--- src/rtl/cpu_pkg.sv ---
// cpu_pkg: shared widths, fetch FSM states and instruction alignment for the CPU pipeline
package cpu_pkg;
  localparam int ADDR_WIDTH = 32;
  localparam int INSTRUCTION_WIDTH = 32;
  localparam int INSTR_ALIGN = 4;
  typedef enum logic [1:0] {IDLE, REQ, WAIT, HALT} fetch_state_t;
endpackage

--- src/rtl/fetch_output_reg.sv ---
// fetch_output_reg: single-entry valid/ready holding register for an instruction and its pc
// ports: i_flush drops the entry, i_load writes i_data/i_pc, i_ready consumes, o_* present the entry
module fetch_output_reg #(
  parameter int DW = cpu_pkg::INSTRUCTION_WIDTH,
  parameter int AW = cpu_pkg::ADDR_WIDTH
) (
  input  logic          clk,
  input  logic          rst,
  input  logic          i_flush,
  input  logic          i_load,
  input  logic [DW-1:0] i_data,
  input  logic [AW-1:0] i_pc,
  input  logic          i_ready,
  output logic          o_valid,
  output logic [DW-1:0] o_data,
  output logic [AW-1:0] o_pc
);
  always_ff @(posedge clk or posedge rst)
    if (rst) begin
      o_valid <= 1'b0;
      o_data <= '0;
      o_pc <= '0;
    end else begin
      o_valid <= !i_flush && (i_load || (o_valid && !i_ready));
      if (i_load) begin
        o_data <= i_data;
        o_pc <= i_pc;
      end
    end
endmodule

--- src/rtl/fetch_unit.sv ---
// fetch_unit: owns the pc, fetches words over a valid/ready imem channel, presents them to the decoder
// ports: imem_req_*/imem_resp_* memory side, redirect_* from execute, instruction_* to decoder, fetch_fault/fault_pc sticky fault
module fetch_unit #(
  parameter int ADDR_WIDTH = cpu_pkg::ADDR_WIDTH,
  parameter int INSTRUCTION_WIDTH = cpu_pkg::INSTRUCTION_WIDTH,
  parameter logic [ADDR_WIDTH-1:0] RESET_PC = '0
) (
  input  logic                         clk,
  input  logic                         rst,
  output logic                         imem_req_valid,
  input  logic                         imem_req_ready,
  output logic [ADDR_WIDTH-1:0]        imem_req_addr,
  input  logic                         imem_resp_valid,
  input  logic [INSTRUCTION_WIDTH-1:0] imem_resp_data,
  input  logic                         imem_resp_error,
  input  logic                         redirect_valid,
  input  logic [ADDR_WIDTH-1:0]        redirect_pc,
  output logic [INSTRUCTION_WIDTH-1:0] instruction_data,
  output logic                         instruction_data_valid,
  output logic [ADDR_WIDTH-1:0]        instruction_pc,
  input  logic                         instruction_ready,
  output logic                         fetch_fault,
  output logic [ADDR_WIDTH-1:0]        fault_pc
);
  import cpu_pkg::*;
  fetch_state_t r_state, w_state_next;
  logic [ADDR_WIDTH-1:0] r_pc, w_pc_next, r_fault_pc, w_fault_pc_next;
  logic r_discard, w_discard_next, r_fault, w_fault_next;
  logic w_issue, w_accept, w_in_flight, w_misaligned, w_load;
  // REQ doubles as the non-requesting hold: the request is only raised once the
  // output slot is free or draining, and it then stays up until accepted
  assign w_issue = !instruction_data_valid || instruction_ready;
  assign imem_req_valid = (r_state == REQ) && w_issue;
  assign imem_req_addr = r_pc;
  assign w_accept = imem_req_valid && imem_req_ready;
  // a response is still owed to us after this edge
  assign w_in_flight = w_accept || ((r_state == WAIT || r_discard) && !imem_resp_valid);
  assign w_misaligned = (redirect_pc & ADDR_WIDTH'(INSTR_ALIGN - 1)) != '0;
  assign w_load = !redirect_valid && r_state == WAIT && imem_resp_valid && !r_discard && !imem_resp_error;
  assign fetch_fault = r_fault;
  assign fault_pc = r_fault_pc;
  always_comb begin
    w_state_next = r_state;
    w_pc_next = r_pc;
    w_discard_next = r_discard;
    w_fault_next = r_fault;
    w_fault_pc_next = r_fault_pc;
    if (redirect_valid) begin
      w_pc_next = redirect_pc;
      w_discard_next = w_in_flight;
      w_state_next = w_misaligned ? HALT : (w_in_flight ? WAIT : REQ);
      w_fault_next = w_misaligned;
      w_fault_pc_next = w_misaligned ? redirect_pc : r_fault_pc;
    end else
      case (r_state)
        IDLE: w_state_next = REQ;
        REQ: w_state_next = w_accept ? WAIT : REQ;
        WAIT:
          if (imem_resp_valid) begin
            w_discard_next = 1'b0;
            w_state_next = (!r_discard && imem_resp_error) ? HALT : REQ;
            w_fault_next = r_fault || (!r_discard && imem_resp_error);
            w_fault_pc_next = (!r_discard && imem_resp_error) ? r_pc : r_fault_pc;
            w_pc_next = w_load ? r_pc + ADDR_WIDTH'(INSTR_ALIGN) : r_pc;
          end
        HALT: w_discard_next = r_discard && !imem_resp_valid;
      endcase
  end
  always_ff @(posedge clk or posedge rst)
    if (rst) begin
      r_state <= IDLE;
      r_pc <= RESET_PC;
      r_discard <= 1'b0;
      r_fault <= 1'b0;
      r_fault_pc <= '0;
    end else begin
      r_state <= w_state_next;
      r_pc <= w_pc_next;
      r_discard <= w_discard_next;
      r_fault <= w_fault_next;
      r_fault_pc <= w_fault_pc_next;
    end
  fetch_output_reg #(.DW(INSTRUCTION_WIDTH), .AW(ADDR_WIDTH)) u_out (
    .clk(clk),
    .rst(rst),
    .i_flush(redirect_valid),
    .i_load(w_load),
    .i_data(imem_resp_data),
    .i_pc(r_pc),
    .i_ready(instruction_ready),
    .o_valid(instruction_data_valid),
    .o_data(instruction_data),
    .o_pc(instruction_pc)
  );
endmodule

--- config.mk ---
export PLATFORM = sky130hd
export DESIGN_NAME = fetch_unit
export DESIGN_NICKNAME = d
export VERILOG_FILES = /design/src/rtl/cpu_pkg.sv /design/src/rtl/fetch_output_reg.sv /design/src/rtl/fetch_unit.sv
export SDC_FILE = /design/constraint.sdc
export NUM_CORES = 1
export LEC_CHECK = 0
export ABC_CLOCK_PERIOD_IN_PS = 6400
export CAP_MARGIN = 30
export CORE_ASPECT_RATIO = 0.8
export CORE_MARGIN = 1.5
export CORE_UTILIZATION = 43
export CTS_BUF_LIST = sky130_fd_sc_hd__clkbuf_8 sky130_fd_sc_hd__clkbuf_16
export DETAILED_ROUTE_END_ITERATION = 16
export GPL_TIMING_DRIVEN = 0
export PLACE_DENSITY = 0.76
export RECOVER_POWER = 50
export SLEW_MARGIN = 20
export SYNTH_ARGS = -nofsm -noshare
export SYNTH_HDL_FRONTEND = slang
export SYNTH_SLANG_ARGS = --single-unit
--- constraint.sdc ---
create_clock -name clk -period 6.4 [get_ports clk]
set_clock_uncertainty 0.15 [all_clocks]
set_input_delay 1.6 -clock clk [delete_from_list [all_inputs] [get_ports clk]]
set_output_delay 1.6 -clock clk [all_outputs]
set_load 0.01 [all_outputs]
==> results.sh, run 1 <==
export IMPL_hold_start="u_out.o_data[30]"
export IMPL_ys_seq_area_share_pct=54.4
export IMPL_ys_seq_elements=133
export IMPL_drcViolationCount=0
export IMPL_failed_checks="capacitance limit, slew limit"
export IMPL_slew_violations=63
export IMPL_crit_arrival_ns=2.92
export IMPL_antenna_found_initial=0
export IMPL_syn_cell_area_sq_mm=0.00612
export IMPL_gr_total_overflow=0
export IMPL_grt_pass1_vias=5737
export IMPL_routedWlPerCell_microns=18.3
export IMPL_grt_max_degree=72
export IMPL_die_width_microns=136
export IMPL_clk_latency_ns=0.42
export IMPL_synth_flop_cell="dfrtp_1"
export IMPL_ios=202
export IMPL_htreeDepth=4
export IMPL_stdcell_area_sq_mm=0.00899
export IMPL_die_h_microns=110
export IMPL_start_util_pct=44.6
export IMPL_path_clk_slew_ns=0.06
export IMPL_yosys_top_cells_area="dfrtp_1, nand2_1, nor2_1, a21oi_1, clkbuf_1"
export IMPL_viasPerCell=5.53
export IMPL_max_stage_delay_ns=0.53
export IMPL_max_slew_worst_pin_slew_ns=2.84
export IMPL_max_slew_margin_rel_pct=-90.6
export IMPL_min_path_type="reg -> reg"
export IMPL_power_frac_comb_pct=31.6
export IMPL_power_mw=3.38
export IMPL_synth_simple_area_share_pct=27.0
export IMPL_drive_gt1_share_pct=4.91
export IMPL_drtIter0Drc=484
export IMPL_max_cap_violations=1
export IMPL_p_int_mw=2.32
export IMPL_cts_root_buf="clkbuf_16"
export IMPL_place_inst=1064
export IMPL_muxShareOfSynthArea_pct=2.21
export IMPL_finalSetupViolations=0
export IMPL_clockBufferDepth=2
export IMPL_gp_congestion=0.880
export IMPL_cts_resized=0
export IMPL_routed_top_layer="met4"
export IMPL_cts_buffers_inserted=17
export IMPL_wirelength_met1_microns=8630
export IMPL_dp_hpwl_microns=14300
export IMPL_path_buf_inv=2
export IMPL_crit_family="buffers and inverters"
export IMPL_status="finished with violations"
export IMPL_power_share_switching_pct=31.3
export IMPL_crit_fanout=6
export IMPL_finalSetupTns_ns=0
export IMPL_fin_nets=979
export IMPL_criticalPathCategory="in -> out"
export IMPL_post_dp_cell_area_sq_mm=0.00837
export IMPL_period_share_pct=73.0
export IMPL_rr_worst_depth=7
export IMPL_crit_end="imem_req_valid"
export IMPL_slowest_stage="clkdlybuf4s50_1"
export IMPL_r2r_start="r_state[0]"
export IMPL_synth_top_area_share_pct=54.4
export IMPL_post_cts_repair_setup_buffers=0
export IMPL_seqPwrFrac_pct=37.4
export IMPL_wl_met3_microns=2200
export IMPL_rsz0062_at_grt="false"
export IMPL_grt_first_pass_wirelength_microns=31600
export IMPL_insertedDiodeCount=0
export IMPL_cts_tree="built"
export IMPL_worst_path_stages=4
export IMPL_cts_hold_buf=0
export IMPL_utilization_pct=65.4
export IMPL_end_kind="output pin"
export IMPL_via_count=6059
export IMPL_yosysWarnings=0
export IMPL_die_area_sq_mm=0.0150
export IMPL_ant_nets=0
export IMPL_syn_nets=760
export IMPL_synth_largest_area_cell="dfrtp_1"
export IMPL_p_per_area_mw_per_mm2=376
export IMPL_numClockSinks=133
export IMPL_drt_total_wl_microns=20000
export IMPL_fmax_mhz=214
export IMPL_hold_violations=0
export IMPL_fin_cells=1096
export IMPL_r2r_slack_ns=3.46
export IMPL_leakagePower_nw=4.00
export IMPL_r2r_end="imem_req_addr[3]"
export IMPL_rows=38
export IMPL_power_frac_clock_pct=31.0
export IMPL_async_reset_ff_share_pct=100
export IMPL_grt_total_usage_pct=28.2
export IMPL_vdd_ir_drop_worst_uv=229
export IMPL_synth_edf_count=0
export IMPL_synth_distinct_cells=51
export IMPL_port_buffers=199
export IMPL_core_sq_mm=0.0137
export IMPL_path_common_cell="clkdlybuf4s50_1"
export IMPL_syn_area_per_cell_sq_um=8.95
export IMPL_period_needed_ns=4.67
export IMPL_area_growth_pct=46.8
export IMPL_cp_start_kind="input pin"
export IMPL_crit_chain="clkdlybuf4s50_1 -> nand2b_1 -> and2_1 -> clkdlybuf4s50_1"
export IMPL_syn_inst=684
export IMPL_first_pass_iters=5
export IMPL_required_ns=4.65
export IMPL_crit_path_start="instruction_ready"
export IMPL_synth_compound_area_share_pct=11.2
export IMPL_synthAdderAreaFrac_pct=1.02
export IMPL_wl_met2_microns=8660
export IMPL_synth_top_family_by_area="simple AND/OR/NAND/NOR gates"
export IMPL_synth_xor_area_share_pct=0.858
export IMPL_net_switching_power_mw=1.06
how the worst min path moves through the flow:
stage	to	cells after the start
2_1_floorplan	r_state[0]	2
3_3_place_gp	u_out.o_data[9]	2
3_5_place_dp	u_out.o_pc[0]	2
4_1_cts	u_out.o_pc[0]	2
5_1_grt	u_out.o_data[11]	2
6_report	u_out.o_data[30]	2
power groups by stage:
stage	sequential, mW	combinational, mW	clock, mW
floorplan	1.38	0.341	0
global placement	1.28	1.11	0
detailed placement	1.28	1.13	0
CTS	1.27	1.13	1.05
global route	1.30	1.18	1.10
finish	1.27	1.07	1.05
through the flow:
stage	hold slack, ns	worst slack (ns)
final	0.315	1.73
after CTS	0.327	1.72
after floorplan	0.355	1.10
after global placement	0.307	-0.850
after global routing	0.339	1.69
after detailed placement	0.312	1.72
cell type report:
cell class / instances / area (sq um)
clock buffer: 17 / 425
buffer: 40 / 158
clock inverter: 15 / 204
fill: 1169 / 4750
inverter: 10 / 38.8
tap: 180 / 225
multi-input combinational: 501 / 2590
timing repair buffer: 200 / 2020
sequential: 133 / 3330
routing by layer:
| metal | track usage [%] | vias up |
|---|---|---|
| met5 | 0 | - |
| met4 | 10.3 | 0 |
| met3 | 9.91 | 46 |
| met2 | 42.0 | 314 |
| met1 | 38.2 | 2908 |
| li1 | - | 2791 |
cells by family after synthesis:
logic type / Yosys count
AND/OR/NAND/NOR: 369
buffers and inverters: 50
AO/OA/AOI/OAI: 108
XOR/XNOR: 6
adder cells (fa/ha/maj): 5
flip-flops: 133
multiplexers: 13
cells in the final DEF, fill, tap and decap left out, drive strengths merged, types with 4 or more instances in the layout:
cell type | Yosys | routed
dlygate4sd3 | 0 | 64
mux2i | 9 | 9
bufinv | 0 | 4
a21oi | 35 | 35
nor2b | 12 | 12
nor2 | 50 | 50
dfrtp | 133 | 133
xnor2 | 4 | 4
nor4 | 12 | 12
a31oi | 16 | 16
clkinv | 0 | 5
o21ai | 19 | 19
or4 | 6 | 6
ha | 5 | 5
clkdlybuf4s50 | 0 | 135
nor3 | 9 | 9
o311ai | 4 | 4
nand3 | 19 | 19
o31ai | 8 | 8
nand2 | 224 | 224
inv | 10 | 13
o2bb2ai | 5 | 5
nand4 | 16 | 16
buf | 6 | 6
clkbuf | 34 | 52
mux2 | 4 | 4
nand2b | 5 | 5
cells in the mapped netlist, types with 3 or more instances:
master and number:
nand2_1 224, dfrtp_1 133, nor2_1 50, a21oi_1 35
clkbuf_1 34, nand3_1 19, o21ai_0 19, a31oi_1 16
nand4_1 15, nor2b_1 12, nor4_1 11, inv_1 10
mux2i_1 9, nor3_1 9, o31ai_1 8, ha_1 5
nand2b_1 5, o2bb2ai_1 5, or4_1 5, buf_1 4
mux2_2 4, o311ai_0 4, xnor2_1 4, a211oi_1 3
a221o_1 3, and2_1 3, and4_1 3, or3_1 3
worst register-to-register path, stage by stage (launching register included):
cell       delay (ns)
dfrtp_1          0.41
inv_1            0.09
ha_1             0.34
nand4bb_4        0.13
buf_6            0.15
nor2_1           0.75
clkbuf_1         0.60
o211ai_1         0.18
registers in the layout (all words and copies together) (netlist names):
| signal | cells |
|---|---|
| u_out.o_data | 32 |
| fault_pc | 32 |
| u_out.o_pc | 32 |
| r_discard | 1 |
| fetch_fault | 1 |
| imem_req_addr | 32 |
| r_state | 2 |
| u_out.o_valid | 1 |
(Power assumes the default switching activity.)
==> run 2, diff against run 1 <==
ABC_CLOCK_PERIOD_IN_PS = 3900   (was 6400)
CORE_UTILIZATION = 42   (was 43)
PLACE_DENSITY = 0.77   (was 0.76)
clock period = 3.9 ns   (was 6.4 ns; I/O delays follow)
==> results.sh, run 2 (synthesis gave the netlist of run 1 again) <==
export IMPL_status="finished with violations"
export IMPL_failed_checks="capacitance limit, slew limit"
export IMPL_min_path_type="reg -> reg"
export IMPL_via_count=6047
export IMPL_post_cts_repair_setup_buffers=0
export IMPL_crit_fanout=6
export IMPL_p_per_area_mw_per_mm2=628
export IMPL_grt_total_usage_pct=28.7
export IMPL_antenna_found_initial=0
export IMPL_insertedDiodeCount=0
export IMPL_hold_violations=0
export IMPL_max_slew_worst_pin_slew_ns=1.61
export IMPL_cp_start_kind="input pin"
export IMPL_dp_hpwl_microns=15000
export IMPL_max_slew_margin_rel_pct=-7.16
export IMPL_cts_hold_buf=0
export IMPL_port_buffers=199
export IMPL_core_sq_mm=0.0142
export IMPL_cts_buffers_inserted=17
export IMPL_gp_congestion=0.904
export IMPL_fin_nets=982
export IMPL_rows=39
export IMPL_die_area_sq_mm=0.0153
export IMPL_drive_gt1_share_pct=4.79
export IMPL_path_common_cell="clkdlybuf4s50_1"
export IMPL_path_clk_slew_ns=0.05
export IMPL_period_needed_ns=3.47
export IMPL_grt_first_pass_wirelength_microns=32900
export IMPL_crit_arrival_ns=2.35
export IMPL_die_width_microns=138
export IMPL_cts_root_buf="clkbuf_16"
export IMPL_clockBufferDepth=2
export IMPL_ios=202
export IMPL_final_common_cell="nand2_1"
export IMPL_slew_violations=61
export IMPL_vdd_ir_drop_worst_uv=445
export IMPL_grt_pass1_vias=6060
export IMPL_finalSetupViolations=0
export IMPL_path_buf_inv=2
export IMPL_max_cap_violations=2
export IMPL_mostFrequentLayoutCells="nand2_1, clkdlybuf4s50_1, dfrtp_1, dlygate4sd3_1, nor2_1"
export IMPL_end_kind="output pin"
export IMPL_start_util_pct=43.0
export IMPL_crit_family="buffers and inverters"
export IMPL_criticalPathCategory="in -> out"
export IMPL_utilization_pct=63.8
export IMPL_hold_start="u_out.o_data[10]"
export IMPL_routedWlPerCell_microns=19.0
export IMPL_period_share_pct=89.1
export IMPL_rsz0062_at_grt="false"
export IMPL_slowest_stage="clkdlybuf4s50_1"
export IMPL_cts_resized=0
export IMPL_drcViolationCount=0
export IMPL_r2r_start="r_state[0]"
export IMPL_required_ns=2.77
export IMPL_die_h_microns=111
export IMPL_drt_total_wl_microns=20900
export IMPL_gr_total_overflow=0
export IMPL_clk_latency_ns=0.43
export IMPL_ant_nets=0
export IMPL_fmax_mhz=288
export IMPL_power_mw=5.70
export IMPL_max_stage_delay_ns=0.53
export IMPL_drtIter0Drc=549
export IMPL_leakagePower_nw=4.08
export IMPL_numClockSinks=133
export IMPL_grt_max_degree=34
export IMPL_crit_path_start="instruction_ready"
export IMPL_htreeDepth=4
export IMPL_area_growth_pct=48.4
export IMPL_first_pass_iters=6
export IMPL_viasPerCell=5.48
export IMPL_crit_chain="clkdlybuf4s50_1 -> nand2b_1 -> and2_1 -> clkdlybuf4s50_1"
export IMPL_cts_tree="built"
[run 2: changes by cell type in the layout (fill, tap and decap cells not counted), moves of 2 or more]
cell,delta
bufinv_16,+2
buf_12,+2
clkbuf_8,+4
inv_1,+2
clkinv_4,-3
inv_6,-2
[run 2: path summary, 6_finish.rpt]
path	to	slack (ns)	cells after the start
worst max register to register	u_out.o_data[28]	0.96	8
worst max-delay path	imem_req_valid	0.43	4
worst min register to register	u_out.o_data[10]	0.31	2
min in group asynchronous	fault_pc[31]	0.95	2
worst min-delay path	u_out.o_data[10]	0.31	2
max in group asynchronous	fault_pc[5]	0.69	3
[run 2: layer usage]
layer,up-vias,wire length [microns],global-route usage (%)
met2,341,9390,43.6
met4,0,370,9.72
met5,-,0,0
met1,2885,8670,36.7
li1,2792,-,-
met3,29,2480,12.0
[run 2: power by group]
| part | total, mW | switching [mW] | internal (mW) |
|---|---|---|---|
| clock | 1.86 | 0.600 | 1.26 |
| combinational | 1.76 | 0.836 | 0.927 |
| sequential | 2.08 | 0.278 | 1.80 |
[run 2: per-stage QoR]
| step | hold slack, ns | TNS (ns) | instance area (sq um) | instances | setup slack [ns] |
|---|---|---|---|---|---|
| finish | 0.314 | 0 | 9090 | 1103 | 0.427 |
| CTS | 0.326 | 0 | 9110 | 1103 | 0.450 |
| floorplan | 0.355 | 0 | 6130 | 684 | 1.12 |
| global placement | 0.307 | -18.75 | 8350 | 1067 | -0.149 |
| detailed placement | 0.312 | 0 | 8430 | 1071 | 0.268 |
| global route | 0.336 | 0 | 9090 | 1103 | 0.245 |
[run 2: tightest hold or removal path: cells and delay by family, from the launching register on]
| family | cells | cell delay [ns] |
|---|---|---|
| AND/OR/NAND/NOR | 2 | 0.10 |
| flip-flops | 1 | 0.33 |
[run 2: final cells by class]
cell class                 count  area, sq um
clock inverter                11          204
timing repair buffer         203         2050
tap                          184          230
multi-input combinational    501         2590
inverter                      10         38.8
sequential                   133         3330
buffer                        40          165
fill                        1199         5160
clock buffer                  21          480
